===== src/rtl/mult_seq_control.sv =====
// ----------------------------------------------------------------------------
// mult_seq_control
// Sequencer for a shift-and-add multiplier datapath (X flag : A accumulator :
// B multiplier register). One operation walks CLEAR, then WIDTH ADD/SHIFT
// pairs, then parks in HOLD until the start request is released. In signed
// mode the final partial product is subtracted (two's-complement sign weight).
//
// Ports
//   Clk        rising-edge clock
//   Reset      synchronous active-high reset, gates every output low
//   Execute    level start request
//   Load_Req   load operand B (honoured only in IDLE without Execute)
//   Mode_Ovr   take the mode from Signed_In instead of SIGNED_DEFAULT
//   Signed_In  mode select when Mode_Ovr is high
//   M          current LSB of the multiplier register
//   Clr_XA     clear X flag and accumulator A
//   Ld_B       load operand B
//   Add / Sub  add / subtract S into A (never both)
//   Shift_En   arithmetic right shift of X:A:B
//   Busy       high in CLEAR, ADD and SHIFT
//   Done       high in HOLD
//   Bit_Cnt    number of completed shifts (0..WIDTH)
// ----------------------------------------------------------------------------
module mult_seq_control #(
  parameter int WIDTH          = 8,
  parameter bit SIGNED_DEFAULT = 1'b1
) (
  input  logic                         Clk,
  input  logic                         Reset,
  input  logic                         Execute,
  input  logic                         Load_Req,
  input  logic                         Mode_Ovr,
  input  logic                         Signed_In,
  input  logic                         M,
  output logic                         Clr_XA,
  output logic                         Ld_B,
  output logic                         Add,
  output logic                         Sub,
  output logic                         Shift_En,
  output logic                         Busy,
  output logic                         Done,
  output logic [$clog2(WIDTH+1)-1:0]   Bit_Cnt
);

  localparam int CW = $clog2(WIDTH + 1);
  localparam logic [CW-1:0] CNT_ZERO = CW'(0);
  localparam logic [CW-1:0] CNT_ONE  = CW'(1);
  localparam logic [CW-1:0] CNT_LAST = CW'(WIDTH - 1);
  localparam logic [CW-1:0] CNT_FULL = CW'(WIDTH);

  typedef enum logic [2:0] {
    S_IDLE  = 3'd0,
    S_CLEAR = 3'd1,
    S_ADD   = 3'd2,
    S_SHIFT = 3'd3,
    S_HOLD  = 3'd4
  } state_t;

  state_t          state_r;
  state_t          state_nxt_s;
  logic [CW-1:0]   cnt_r;
  logic [CW-1:0]   cnt_nxt_s;
  logic            mode_r;      // latched mode: 1 = two's-complement
  logic            mode_nxt_s;

  // State, shift counter and latched mode registers with synchronous reset.
  always_ff @(posedge Clk) begin
    if (Reset) begin
      state_r <= S_IDLE;
      cnt_r   <= CNT_ZERO;
      mode_r  <= SIGNED_DEFAULT;
    end else begin
      state_r <= state_nxt_s;
      cnt_r   <= cnt_nxt_s;
      mode_r  <= mode_nxt_s;
    end
  end

  // Next-state, next-count and mode-latch logic.
  always_comb begin
    state_nxt_s = state_r;
    cnt_nxt_s   = cnt_r;
    mode_nxt_s  = mode_r;
    case (state_r)
      S_IDLE: begin
        if (Execute) begin
          state_nxt_s = S_CLEAR;
          cnt_nxt_s   = CNT_ZERO;
          mode_nxt_s  = Mode_Ovr ? Signed_In : SIGNED_DEFAULT;
        end else begin
          state_nxt_s = S_IDLE;
        end
      end
      S_CLEAR: begin
        state_nxt_s = S_ADD;
        cnt_nxt_s   = CNT_ZERO;
      end
      S_ADD: begin
        state_nxt_s = S_SHIFT;
      end
      S_SHIFT: begin
        // ">=" rather than "==" so a corrupted count saturates at WIDTH
        // instead of running past it.
        if (cnt_r >= CNT_LAST) begin
          state_nxt_s = S_HOLD;
          cnt_nxt_s   = CNT_FULL;
        end else begin
          state_nxt_s = S_ADD;
          cnt_nxt_s   = cnt_r + CNT_ONE;
        end
      end
      S_HOLD: begin
        cnt_nxt_s = CNT_FULL;
        // A held Execute keeps us here so it cannot start a second run.
        if (!Execute) begin
          state_nxt_s = S_IDLE;
        end else begin
          state_nxt_s = S_HOLD;
        end
      end
      default: begin
        state_nxt_s = S_IDLE;
        cnt_nxt_s   = CNT_ZERO;
      end
    endcase
  end

  // Output decode: Moore strobes from the state, Ld_B/Add/Sub also use inputs;
  // everything is forced low while Reset is high.
  always_comb begin
    Clr_XA   = 1'b0;
    Ld_B     = 1'b0;
    Add      = 1'b0;
    Sub      = 1'b0;
    Shift_En = 1'b0;
    Busy     = 1'b0;
    Done     = 1'b0;
    Bit_Cnt  = CNT_ZERO;
    if (Reset) begin
      Bit_Cnt = CNT_ZERO;
    end else begin
      Bit_Cnt = cnt_r;
      case (state_r)
        S_IDLE: begin
          Ld_B = Load_Req & ~Execute;
        end
        S_CLEAR: begin
          Clr_XA = 1'b1;
          Busy   = 1'b1;
        end
        S_ADD: begin
          Busy = 1'b1;
          if (M) begin
            // Sign bit of a two's-complement multiplier has negative weight.
            if ((cnt_r == CNT_LAST) && mode_r) begin
              Sub = 1'b1;
            end else begin
              Add = 1'b1;
            end
          end else begin
            Add = 1'b0;
            Sub = 1'b0;
          end
        end
        S_SHIFT: begin
          Shift_En = 1'b1;
          Busy     = 1'b1;
        end
        S_HOLD: begin
          Done = 1'b1;
        end
        default: begin
          Bit_Cnt = cnt_r;
        end
      endcase
    end
  end

endmodule


===== config.mk =====
export PLATFORM = sky130hd
export DESIGN_NAME = mult_seq_control
export DESIGN_NICKNAME = d
export VERILOG_FILES = /design/src/rtl/mult_seq_control.sv
export SDC_FILE = /design/constraint.sdc
export NUM_CORES = 1
export LEC_CHECK = 0
export CAP_MARGIN = 10
export CORE_UTILIZATION = 40
export DETAILED_ROUTE_END_ITERATION = 16
export PLACE_DENSITY = 0.81
export SYNTH_ARGS = -nofsm -noshare
export SYNTH_HDL_FRONTEND = slang
export SYNTH_SLANG_ARGS = --single-unit

===== constraint.sdc =====
create_clock -name Clk -period 2.5 [get_ports Clk]
set_clock_uncertainty 0.1 [all_clocks]
set_input_delay 0.5 -clock Clk [delete_from_list [all_inputs] [get_ports Clk]]
set_output_delay 0.5 -clock Clk [all_outputs]
set_load 0.02 [all_outputs]

# --- Yosys cells after proc, flatten, opt, wreduce, memory -nomap -nowiden ---
# Cells that the tools add are included.
op_classes:
  n_addsub: 1
  n_lt_le_gt_ge: 1
  eq_ne: 6
  muxes: 27
  bitwise_logic: 3
  n_reduce_logical: 5
ops:
  columns: ["operator", "count"]
  rows:
  - ["$mux 1", 20]
  - ["$pmux 4 s4", 1]
  - ["$pmux 3 s5", 1]
  - ["$mux 4", 3]
  - ["$eq 3x2->1 const B", 2]
  - ["$mux 3", 2]
  - ["$add 4x1->4 const B", 1]
  - ["$eq 4x3->1 const B", 1]
  - ["$ge 4x3->1 const B", 1]
  - ["$reduce_and 2->1", 2]
  - ["$eq 3x1->1 const B", 1]
  - ["$eq 3x3->1 const B", 1]
  - ["$logic_not 3->1", 1]
  - ["$reduce_or 3->1", 1]
  - ["$ne 2x2->1 const B", 1]
  - ["$not 1->1", 2]
  - ["$and 1x1->1", 1]
  - ["$logic_and 1x1->1", 1]
word_totals:
  register_bits: 8
  in_bits: 7

# --- Logic depth before layout (Yosys ltp) ---
depth:
  word_depth: 6
  ltp_mapped: 4
  ltp_nobuf: 4

# --- Worst setup path after synthesis ---
# No wires, ideal clock.
synth_path:
  path_type: "input port to output port"
  start: "in Reset"
  end: "out Add"
  arrival_ns: 1.338
  t_required_ns: 1.900
  slack_ns: 0.562
  stages: 3
  cell_sequence: "or2_1 > buf_6 > nor4b_2"
synth_between:
  elab_chain_cells: 1
synth_rtl:
  columns: ["item", "line", "source"]
  rows:
  - ["from (decl)", "29", "input logic Reset,"]
  - ["$mux 1", "139", "if (Reset) begin"]
  - ["to (decl)", "37", "output logic Add,"]
# No other way between the ends.

# --- Worst setup path after layout ---
# Ends and elaborated chain as after synthesis.

==> flow_metrics.py <==
metrics = {
    "global_route": {
        "grt_pass1_vias": 437,
        "grt_util_met2": 0.305,
        "antenna_found_initial": 0,
        "overflow": 0,
        "grt.total_usage": 0.188,
        "grt.busiest_layer": "met2",
        "gr-usage-met1": 0.229,
        "grt_pass1_wl_mm": 1.85,
        "grt_max_degree": 13,
        "grt_use_met3": 0.0523,
    },
    "clock_tree": {
        "cts_buffers": 3,
        "ctsLongestPathBuffers": 2,
        "cts.sinks": 8,
        "htreeDepth": 1,
        "path_clk_slew_ns": 0.06,
        "worst_skew_pair.late_latency_ns": 0.26,
        "cts_hold_buf": 0,
        "cts_root_buf": "clkbuf_4",
        "cts_tree": "built",
        "post_cts_buffers": 0,
    },
    "timing": {
        "max_freq_mhz": 412,
        "worst_slack_ns": 0.0702,
        "hold_violations": 0,
        "rsz0062_at_grt": "false",
        "fin_hold_ws_ns": 0.421,
        "tns_ns": 0,
        "tightest_slew_ns": 0.388,
        "max_slew_margin": 0.741,
        "final.period_utilization": 0.972,
        "finalSetupViolations": 0,
        "finalCriticalPeriod_ns": 2.43,
        "report.final.slew_viol_count": 0,
    },
    "cells_and_area": {
        "area_growth_syn_to_layout_pct": 43.2,
        "antenna_cells": 0,
        "nets": 94,
        "layout-drive-gt1-share": 0.226,
        "final_common_cell": "clkdlybuf4s50_1",
        "final_cell_mix": "11 x clkdlybuf4s50_1, 8 x dfxtp_1, 7 x buf_4",
    },
    "critical_path": {
        "crit_required_ns": 1.90,
        "slowest_stage": "clkdlybuf4s50_1",
        "cp-start-kind": "input port",
        "critical_path.max_stage_delay_ns": 0.41,
        "crit_arrival_ns": 1.83,
        "cp-end-kind": "output port",
        "path_cells": "clkdlybuf4s50_1, or2_1, nor4b_2, clkdlybuf4s15_2",
        "critPathKind": "input port to output port",
        "worstPathMaxFanout": 6,
    },
    "yosys": {
        "synth_cell_types": 33,
        "ys.warnings.count": 0,
        "async_flop_share": 0,
        "ys_ff_latch": 8,
        "ys.flop_type": "dfxtp_1",
        "synth_edf_count": 0,
        "synth_area_sq_um": 524,
        "synth.avg_cell_area_sq_um": 8.59,
        "yosysSeqAreaShare": 0.305,
        "synthCells": 61,
        "synth_fp_nets": 69,
    },
    "place": {
        "place.gp.congestion": 0.797,
        "pre_cts_ws_ns": -0.305,
        "dp.final_hpwl_microns": 950,
        "io_buffers": 17,
    },
    "drt": {
        "viasPerCell": 5.65,
        "drc": 0,
        "wirelength_mm": 1.29,
        "num_vias": 554,
        "post_drt_wl_per_cell_microns": 13.1,
        "drt_iter0_drc": 15,
        "first_pass_iters": 4,
        "ant_nets": 0,
    },
    "run": {
        "max-cap-violations": 0,
    },
    "power": {
        "p_leak_nw": 0.286,
        "power_density_mw_per_mm2": 415,
        "irDropWorstVdd_mv": 0.257,
    },
    "hold_path": {
        "hold_path_class": "flop to flop",
    },
    "die": {
        "die_h_microns": 38.2,
        "ios": 18,
        "fp.dieW_microns": 38.2,
        "row_count": 12,
        "die_area_sq_mm": 0.00146,
        "initial_core_util": 0.453,
        "core_area_sq_mm": 0.00116,
    },
    "status": {
        "outcome": "completed",
    },
}
[routing by layer]
metal	up-vias	part of all wire
met5	-	0
met1	253	0.43
met3	0	0.078
li1	274	-
met2	27	0.50
met4	0	0
[power by group]
part | leakage (nW) | internal (mW) | switching (mW) | total (mW)
sequential | 0.0651 | 0.131 | 0.00933 | 0.141
clock | 0.0138 | 0.0554 | 0.0499 | 0.105
combinational | 0.207 | 0.0328 | 0.0329 | 0.0657
[cells in the mapped netlist (2+ instances only)]
cell type	instances	area (sq um)
dfxtp_1	8	160
a21oi_1	6	30.0
inv_1	5	18.8
nor2b_1	4	25.0
nand2_1	3	11.3
nand4b_1	3	26.3
nor3_1	3	15.0
nor2_1	2	7.51
o2111ai_1	2	17.5
o21ai_1	2	10.0
[worst paths after layout]
| check | slack, ns | start | cells past startpoint | to |
|---|---|---|---|---|
| min | 0.42 | cnt_r[3] | 2 | cnt_r[3] |
| max reg2reg | 1.04 | cnt_r[0] | 4 | cnt_r[2] |
| max | 0.07 | Reset | 4 | Add |
| min reg2reg | 0.42 | cnt_r[3] | 2 | cnt_r[3] |
[cells by family after synthesis]
logic type                 synth area share
AOI/OAI and AO/OA                     0.220
buffers and inverters                0.0883
and+or+nand+nor                       0.363
DFF                                   0.305
adders and majority gates            0.0239
[registers in the layout, indices dropped and copies added, names as in the netlist]
name / cells
cnt_r: 4
state_r: 3
mode_r: 1
[per-stage QoR]
step	total power [mW]	instance area, sq um	util	cells
finish	0.312	751	0.649	98
global route	0.325	751	0.649	98
detailed placement	0.211	737	0.637	95
global placement	0.210	737	0.637	95
floorplan	0.180	524	-	61
CTS	0.315	754	0.653	98
[worst max-delay path: cells and delay by family]
family | cells | cell delay, ns
buffers and inverters | 2 | 0.71
AND/OR/NAND/NOR | 2 | 0.61
[cell type report]
type	count	area [sq um]
Fill cell	107	405
Multi-Input combinational cell	44	318
Timing Repair Buffer	24	214
Sequential cell	8	160
Clock buffer	3	22.5
Inverter	5	18.8
Tap cell	14	17.5
[repair_timing]
action                                  4_1_cts  5_1_grt
gates resized for setup                       9        3
endpoints found under the setup margin        6        1
pin swaps                                     0        0
(Power assumes the default switching activity.)
